===== src/rtl/ssd1306_spi_decoder.sv =====
// rtl/ssd1306_spi_decoder.sv - SSD1306 SPI deserialiser, command decoder and framebuffer write pointer.
module ssd1306_spi_decoder #(
    parameter int SYNC_STAGES = 2,
    parameter int TIMEOUT     = 1024,
    parameter int COLS        = 128,
    parameter int PAGES       = 8
) (
    input  logic       clock,
    input  logic       reset_n,
    input  logic       oled_clk,
    input  logic       oled_data,
    input  logic       oled_dc,
    output logic       fb_we,
    output logic [9:0] fb_addr,
    output logic [7:0] fb_data,
    output logic       display_on,
    output logic       invert,
    output logic       frame_done
);

    localparam int         IW        = $clog2(TIMEOUT + 1);
    localparam logic [6:0] COL_LAST  = 7'(COLS - 1);
    localparam logic [2:0] PAGE_LAST = 3'(PAGES - 1);

    typedef enum logic [2:0] {
        S_CMD,
        S_MODE,
        S_COLS,
        S_COLE,
        S_PAGS,
        S_PAGE,
        S_SKIP
    } state_t;

    logic [SYNC_STAGES-1:0] r_clk_sync;
    logic [SYNC_STAGES-1:0] r_data_sync;
    logic [SYNC_STAGES-1:0] r_dc_sync;
    logic                   r_clk_d;
    logic                   r_rise;
    logic                   r_rise_data;
    logic                   r_rise_dc;
    logic [2:0]             r_bit_cnt;
    logic [7:0]             r_shift;
    logic [IW-1:0]          r_idle;
    logic                   r_byte_valid;
    logic [7:0]             r_byte;
    logic                   r_byte_dc;

    logic                   w_rise;
    logic                   w_timeout;

    assign w_rise    = r_clk_sync[SYNC_STAGES-1] & ~r_clk_d;
    assign w_timeout = !r_rise && (r_idle == IW'(TIMEOUT));

    // The registered edge pulse carries its aligned data/dc bit into the shifter.
    always_ff @(posedge clock) begin
        if (!reset_n) begin
            r_clk_sync   <= '0;
            r_data_sync  <= '0;
            r_dc_sync    <= '0;
            r_clk_d      <= 1'b0;
            r_rise       <= 1'b0;
            r_rise_data  <= 1'b0;
            r_rise_dc    <= 1'b0;
            r_bit_cnt    <= 3'd0;
            r_shift      <= 8'd0;
            r_idle       <= '0;
            r_byte_valid <= 1'b0;
            r_byte       <= 8'd0;
            r_byte_dc    <= 1'b0;
        end else begin
            r_clk_sync   <= {r_clk_sync[SYNC_STAGES-2:0], oled_clk};
            r_data_sync  <= {r_data_sync[SYNC_STAGES-2:0], oled_data};
            r_dc_sync    <= {r_dc_sync[SYNC_STAGES-2:0], oled_dc};
            r_clk_d      <= r_clk_sync[SYNC_STAGES-1];
            r_rise       <= w_rise;
            r_rise_data  <= r_data_sync[SYNC_STAGES-1];
            r_rise_dc    <= r_dc_sync[SYNC_STAGES-1];
            r_byte_valid <= 1'b0;
            if (r_rise) begin
                r_shift   <= {r_shift[6:0], r_rise_data};
                r_bit_cnt <= r_bit_cnt + 3'd1;
                r_idle    <= '0;
                if (r_bit_cnt == 3'd7) begin
                    r_byte_valid <= 1'b1;
                    r_byte       <= {r_shift[6:0], r_rise_data};
                    r_byte_dc    <= r_rise_dc;
                end
            end else if (w_timeout) begin
                r_bit_cnt <= 3'd0;
                r_shift   <= 8'd0;
            end else begin
                r_idle <= r_idle + IW'(1);
            end
        end
    end

    state_t     r_state;
    logic [1:0] r_mode;
    logic [6:0] r_col;
    logic [2:0] r_page;
    logic [6:0] r_col_start;
    logic [6:0] r_col_end;
    logic [2:0] r_page_start;
    logic [2:0] r_page_end;
    logic       r_display_on;
    logic       r_invert;
    logic       r_fb_we;
    logic [9:0] r_fb_addr;
    logic [7:0] r_fb_data;
    logic       r_frame_done;

    state_t     w_state_nx;
    logic [1:0] w_mode_nx;
    logic [6:0] w_col_nx;
    logic [2:0] w_page_nx;
    logic [6:0] w_col_start_nx;
    logic [6:0] w_col_end_nx;
    logic [2:0] w_page_start_nx;
    logic [2:0] w_page_end_nx;
    logic       w_display_on_nx;
    logic       w_invert_nx;
    logic       w_fb_we_nx;
    logic [9:0] w_fb_addr_nx;
    logic [7:0] w_fb_data_nx;
    logic       w_frame_done_nx;
    logic       w_col_wrap;
    logic       w_page_wrap;

    assign w_col_wrap  = (r_col == r_col_end) || (r_col == COL_LAST);
    assign w_page_wrap = (r_page == r_page_end) || (r_page == PAGE_LAST);

    always_comb begin
        w_state_nx      = r_state;
        w_mode_nx       = r_mode;
        w_col_nx        = r_col;
        w_page_nx       = r_page;
        w_col_start_nx  = r_col_start;
        w_col_end_nx    = r_col_end;
        w_page_start_nx = r_page_start;
        w_page_end_nx   = r_page_end;
        w_display_on_nx = r_display_on;
        w_invert_nx     = r_invert;
        w_fb_we_nx      = 1'b0;
        w_fb_addr_nx    = r_fb_addr;
        w_fb_data_nx    = r_fb_data;
        w_frame_done_nx = 1'b0;
        if (r_byte_valid) begin
            if (r_byte_dc) begin
                // A data byte abandons any half-received command argument.
                w_fb_we_nx   = 1'b1;
                w_fb_addr_nx = {r_page, r_col};
                w_fb_data_nx = r_byte;
                w_state_nx   = S_CMD;
                case (r_mode)
                    2'd0: begin
                        if (w_col_wrap) begin
                            w_col_nx        = r_col_start;
                            w_page_nx       = w_page_wrap ? r_page_start : r_page + 3'd1;
                            w_frame_done_nx = w_page_wrap;
                        end else begin
                            w_col_nx = r_col + 7'd1;
                        end
                    end
                    2'd1: begin
                        if (w_page_wrap) begin
                            w_page_nx       = r_page_start;
                            w_col_nx        = w_col_wrap ? r_col_start : r_col + 7'd1;
                            w_frame_done_nx = w_col_wrap;
                        end else begin
                            w_page_nx = r_page + 3'd1;
                        end
                    end
                    default: w_col_nx = (r_col == COL_LAST) ? 7'd0 : r_col + 7'd1;
                endcase
            end else begin
                case (r_state)
                    S_CMD: begin
                        if (r_byte == 8'h20) begin
                            w_state_nx = S_MODE;
                        end else if (r_byte == 8'h21) begin
                            w_state_nx = S_COLS;
                        end else if (r_byte == 8'h22) begin
                            w_state_nx = S_PAGS;
                        end else if (r_byte[7:3] == 5'b10110) begin
                            w_page_nx = r_byte[2:0];
                        end else if (r_byte[7:4] == 4'h0) begin
                            w_col_nx = {r_col[6:4], r_byte[3:0]};
                        end else if (r_byte[7:3] == 5'b00010) begin
                            w_col_nx = {r_byte[2:0], r_col[3:0]};
                        end else begin
                            case (r_byte)
                                8'hA6: w_invert_nx     = 1'b0;
                                8'hA7: w_invert_nx     = 1'b1;
                                8'hAE: w_display_on_nx = 1'b0;
                                8'hAF: w_display_on_nx = 1'b1;
                                8'h81, 8'h8D, 8'hA8, 8'hD3,
                                8'hD5, 8'hD9, 8'hDA, 8'hDB: w_state_nx = S_SKIP;
                                default: ;
                            endcase
                        end
                    end
                    S_MODE: begin
                        w_mode_nx  = (r_byte[1:0] == 2'd3) ? 2'd2 : r_byte[1:0];
                        w_state_nx = S_CMD;
                    end
                    S_COLS: begin
                        w_col_start_nx = r_byte[6:0];
                        w_col_nx       = r_byte[6:0];
                        w_state_nx     = S_COLE;
                    end
                    S_COLE: begin
                        w_col_end_nx = r_byte[6:0];
                        w_state_nx   = S_CMD;
                    end
                    S_PAGS: begin
                        w_page_start_nx = r_byte[2:0];
                        w_page_nx       = r_byte[2:0];
                        w_state_nx      = S_PAGE;
                    end
                    S_PAGE: begin
                        w_page_end_nx = r_byte[2:0];
                        w_state_nx    = S_CMD;
                    end
                    default: w_state_nx = S_CMD;
                endcase
            end
        end
    end

    always_ff @(posedge clock) begin
        if (!reset_n) begin
            r_state      <= S_CMD;
            r_mode       <= 2'd2;
            r_col        <= 7'd0;
            r_page       <= 3'd0;
            r_col_start  <= 7'd0;
            r_col_end    <= COL_LAST;
            r_page_start <= 3'd0;
            r_page_end   <= PAGE_LAST;
            r_display_on <= 1'b0;
            r_invert     <= 1'b0;
            r_fb_we      <= 1'b0;
            r_fb_addr    <= 10'd0;
            r_fb_data    <= 8'd0;
            r_frame_done <= 1'b0;
        end else begin
            r_state      <= w_timeout ? S_CMD : w_state_nx;
            r_mode       <= w_mode_nx;
            r_col        <= w_col_nx;
            r_page       <= w_page_nx;
            r_col_start  <= w_col_start_nx;
            r_col_end    <= w_col_end_nx;
            r_page_start <= w_page_start_nx;
            r_page_end   <= w_page_end_nx;
            r_display_on <= w_display_on_nx;
            r_invert     <= w_invert_nx;
            r_fb_we      <= w_fb_we_nx;
            r_fb_addr    <= w_fb_addr_nx;
            r_fb_data    <= w_fb_data_nx;
            r_frame_done <= w_frame_done_nx;
        end
    end

    assign fb_we      = r_fb_we;
    assign fb_addr    = r_fb_addr;
    assign fb_data    = r_fb_data;
    assign display_on = r_display_on;
    assign invert     = r_invert;
    assign frame_done = r_frame_done;

endmodule


===== config.mk =====
export PLATFORM = sky130hd
export DESIGN_NAME = ssd1306_spi_decoder
export DESIGN_NICKNAME = d
export VERILOG_FILES = /design/src/rtl/ssd1306_spi_decoder.sv
export SDC_FILE = /design/constraint.sdc
export NUM_CORES = 1
export LEC_CHECK = 0
export CAP_MARGIN = 15
export CORE_ASPECT_RATIO = 0.8
export CORE_MARGIN = 5
export CORE_UTILIZATION = 59
export DETAILED_ROUTE_END_ITERATION = 12
export PLACE_DENSITY_LB_ADDON = 0.05
export SETUP_SLACK_MARGIN = 0.1
export SLEW_MARGIN = 15
export SYNTH_ARGS = -nofsm -noshare
export SYNTH_HDL_FRONTEND = slang
export SYNTH_SLANG_ARGS = --single-unit

===== constraint.sdc =====
create_clock -name clock -period 2.1 [get_ports clock]
set_input_delay 0.42 -clock clock [delete_from_list [all_inputs] [get_ports clock]]
set_output_delay 0.42 -clock clock [all_outputs]
set_load 0.01 [all_outputs]

# Yosys cells after proc, flatten, opt, wreduce, memory -nomap -nowiden

Index checks and enable logic that the tools add are counted.

Flip-flop bits (word level): 98
Latch bits: 0
Bits in writable memories: 0
Bits in read-only memories: 0
Input bits: 5
Output and inout port bits: 22
Logic and storage cells: 160
Memories kept: 0

Add/subtract/negate cells: 4
Multipliers: 0
Divide/modulo/power cells: 0
$lt $le $gt $ge: 0
Equality and inequality tests: 45
Shifts and indexed selects: 0
Mux-type cells: 42
Bitwise gates (word level): 10
Reduce and logical (&&, ||, !) cells: 31

Operators by type and width:

| operator                                                        | number |
|---|---|
| 8-bit == test, second input constant                            | 12 |
| 7-bit 2-to-1 mux                                                | 12 |
| 3-bit 2-to-1 mux                                                | 17 |
| 3-bit != test, second input constant                            | 10 |
| 7-bit one-hot mux with 2 select lines                           | 2 |
| 8-bit by 6-bit == test with 1-bit output, second input constant | 3 |
| 10-bit AND reduction                                            | 2 |
| 6-bit != test, second input constant                            | 3 |
| 3-bit AND reduction                                             | 6 |
| 8-bit AND reduction                                             | 2 |
| 3-bit == test, second input constant                            | 4 |
| 3-bit one-hot mux with 2 select lines                           | 2 |
| 11-bit by 1-bit adder with 11-bit output, second input constant | 1 |
| 11-bit == test, second input constant                           | 1 |
| 1-bit NOT                                                       | 9 |
| 3-bit one-hot mux with 3 select lines                           | 1 |
| 9-bit AND reduction                                             | 1 |
| 2-bit AND reduction                                             | 4 |
| 8-bit OR reduction                                              | 1 |
| 7-bit by 1-bit adder with 7-bit output, second input constant   | 1 |
| 7-bit == test                                                   | 1 |
| 7-bit == test, second input constant                            | 1 |
| 3-bit by 1-bit adder with 3-bit output, second input constant   | 2 |
| 3-bit by 2-bit == test with 1-bit output, second input constant | 2 |
| 22 further kinds                                                | 32 |

# Depth between registers and ports, before layout

Depth after elaboration: 11
Gate-level depth with buffers: 8
Depth with buffers taken out: 7

# Worst setup path after synthesis

Ideal clock, no wire load.

Path type: register -> register
From: reg r_col[1]
To: reg r_col[3]
Library setup time: 0.135 ns
Data arrival time: 1.798 ns
Required time: 1.965 ns
Path slack: 0.168 ns
Stages on the path, launching flop included: 8
Buffers on the path: 1
Period minus slack after synthesis: 1.932 ns
Path through: dfxtp_1 xor2_1 or4_4 o22ai_2 buf_6 mux2_1 a22oi_1 a21oi_1

Longest elaborated chain between the ends: 6
Elaborated cells on any way between the ends: 9
Those cells by class: add/sub (1); eq/ne (2); mux (5); reduce/logical (1)

RTL lines:

| item                                                                                           | line | source |
|---|---|---|
| start, declared                                                                                | 100  | `logic [6:0] r_col;` |
| start signal, assigned                                                                         | 250  | `r_col <= w_col_nx;` |
| parallel branches: the longest is 4 deep, another holds 7-bit by 1-bit adder with 7-bit output | --   |  |
| 7-bit one-hot mux with 2 select lines (*)                                                      | 155  | `case (r_mode)` |
| 7-bit 2-to-1 mux (*)                                                                           | 149  | `if (r_byte_dc) begin` |

Every way passes the cells marked *. The select of a mux whose other input is x is not followed.
A chain may end at the register's enable or synchronous reset.

# Worst setup path in the final report

Same ends and word-level chain as after synthesis.

==> out/qor.yml <==
outcome: "finished clean"
worstReg2RegEnd: "r_col[3]"
grt_overflow: 0
r2r_start: "r_col[1]"
min_path_cells: 2
insertion_delay_ns: 0.35
ys.flop_type: "dfxtp_1"
yosysWarningCount: 0
clock-sinks: 98
ys_types: 48
grt_use_total_pct: 22.4
place_inst: 633
drv_cap: 0
grt_max_degree: 47
die_h_um: 87.6
synthTopCellsByCount: "nand2_1 (114), dfxtp_1 (98), a21boi_0 (34)"
cts.clk_slew.worst_paths_ns: 0.09
dpl.hpwl_mm: 6.96
row_count: 28
power.static_leakage_nw: 1.86
clock_path_buffers: 2
min_to: "r_page_end[1]"
ff2ff_setup_slack_ns: 0.12
fin_cells: 650
end_kind: "flip-flop"
power_density_nw_per_um2: 621
reg2regPathDepth: 6
fp.coreArea_um2: 7360
syn_area_per_cell_um2: 8.40
routed_wl_mm: 9.91
num_vias: 3780
synth_edf_count: 0
worstSetupStartpointType: "flip-flop"
final-max-slew-violation-count: 0
ys_seq_area_share_pct: 44.2
cts_hold_buf: 0
viasPerCell: 5.82
fmaxAchievable_mhz: 504
wl_per_cell_um: 15.3
n_antenna_cell: 0
htreeDepth: 3
place.gp.congestion: 0.972
clock_power_share_pct: 38.8
drtIter0Drc: 341
ant_nets: 0
internal_power_w: 0.00248
critical-path-slowest-cell: "or4_4"
post-route-min-period_ns: 1.98
portBuffers: 26
antenna_found_initial: 0
firstDrtPassIters: 7
grt_pass1_wl_mm: 17.1
post-route-period-util_pct: 94.4
cts_buffers: 9
ios: 27
worst-path-buf-inv: 0
post-route-util_pct: 69.6
postSynthRegisterBits: 98
critical_path.cell_chain: "xor2_1, or4_4, o22ai_4, mux2_4, a22oi_2, a21oi_1"
die_x_um: 107
synth_top_area_share_pct: 44.2
grt_pass1_vias: 3578
combPwrFrac_pct: 2.1
power.share.switching_pct: 21.8
initial_core_util_pct: 60.3
tightest_slew_ns: 0.656
cts_tree: "built"
p_seq_share_pct: 59.1
peakVddDrop_v: 0.000338
rsz0062_at_grt: "yes"
cp_max_fo: 6
p_switching_w: 0.000694
synth.top_cells.by_area: "dfxtp_1 (44%), nand2_1 (9.6%), a21boi_0 (5.8%), and2_1 (3.4%), mux2i_1 (3.2%)"
synth_nets: 540
synth_top_cell_by_area: "dfxtp_1"
critPathKind: "flip-flop to flip-flop"
syn_inst: 528
finalHoldViolCount: 0
worstPathArrival_ns: 2.23
setup_violations: 0
cts-root-buf: "clkbuf_8"
worst_clock_skew_ns: 0.00902
power_w: 0.00318
yosysMostFrequentCell: "nand2_1"
postSynth.asyncResetShare_pct: 0
worstPathRequired_ns: 2.34
syn2layout_area_growth_pct: 15.5
layout-drive-gt1-share_pct: 11.4
cp_top_family: "simple AND/OR/NAND/NOR gates"
syn-cell-area_um2: 4440
drc: 0
nets: 567
cpPeakStageDelay_ns: 0.54
final.setup.tns_ns: 0
relSlewSlack_pct: 55.8
die_area_um2: 9360
hold_class: "primary input to flip-flop"
min-delay-start: "reset_n"
[through the flow]
step / hold slack (ns) / area, um^2 / setup slack (ns)
floorplan: 0.367 / 4440 / 0.168
global placement: 0.372 / 4840 / 0.121
detailed placement: 0.384 / 4840 / 0.0339
CTS: 0.312 / 5050 / 0.110
global route: 0.324 / 5120 / 0.0581
finish: 0.321 / 5120 / 0.117
[repair_timing]
| action | 4_1_cts | 5_1_grt |
|---|---|---|
| pin swaps | 0 | 8 |
| setup endpoints to repair | 5 | 7 |
| resized for setup | 2 | 17 |
| endpoints found under the hold margin | 0 | 0 |
| buffers inserted | 0 | 1 |
[state kept, by name, summed over array words and instances (netlist names), 7 cells and up]
name	flops
r_byte	8
r_idle	11
r_shift	7
fb_addr	10
fb_data	8
r_col	7
r_col_start	7
r_col_end	7
[worst max-delay path by stage]
| stage | startpoint | to | slack (ns) | depth (start not counted) |
|---|---|---|---|---|
| detailed placement | r_col[1] | r_col[2] | 0.03 | 6 |
| CTS | r_col[1] | r_col[2] | 0.11 | 6 |
| global route | r_col[1] | r_col[3] | 0.06 | 7 |
| finish | r_col[1] | r_col[3] | 0.12 | 6 |
| global placement | r_col[1] | r_col[6] | 0.12 | 7 |
| floorplan | r_col[1] | r_col[3] | 0.17 | 7 |
[cells in the final DEF, fill, tap and decap left out, types with 4 or more instances in the layout]
cell type,instances
clkdlybuf4s50_1,25
nand3_1,22
mux2i_1,14
a21boi_0,34
clkbuf_8,10
a21oi_1,17
nor2b_1,7
o21ai_0,26
inv_1,8
xnor2_1,13
o211ai_1,4
nand2_1,113
nor4_1,4
nor2_1,30
nor3_1,6
buf_4,23
and2_1,24
ha_1,7
dfxtp_1,95
xor2_1,13
[power by group through the flow]
stage / Combinational, W / Clock (W) / Sequential, W
final: 0.0000681 / 0.00123 / 0.00188
after detailed placement: 0.0000687 / 0 / 0.00192
after global placement: 0.0000671 / 0 / 0.00192
after CTS: 0.0000690 / 0.00126 / 0.00188
after global routing: 0.0000771 / 0.00135 / 0.00188
after floorplan: 0.0000511 / 0 / 0.00192
[metal layers]
metal	share of wire [%]	global-route usage (%)	wire length, um
met4	1.2	6.62	122
met1	49	32.6	4870
met3	6.9	4.57	680
met5	0	0	0
met2	43	33.7	4240
[cell families after synthesis]
group           after synthesis  share of synthesized area [%]
simple gates                232                           24.7
flops                        98                           44.2
buf+inv                      42                           3.75
fa+ha+maj                     7                           1.97
compound gates              106                           16.3
xor+xnor                     26                           5.13
mux                          17                           3.92
[layout make-up]
| class | count | area (um^2) |
|---|---|---|
| multi-input combinational | 388 | 2370 |
| fill | 614 | 2230 |
| sequential | 98 | 1970 |
| timing repair buffer | 50 | 439 |
| clock buffer | 10 | 138 |
| tap | 90 | 113 |
| clock inverter | 6 | 65.1 |
| inverter | 8 | 30.0 |
No activity file was read; power rests on OpenSTA's default activity.
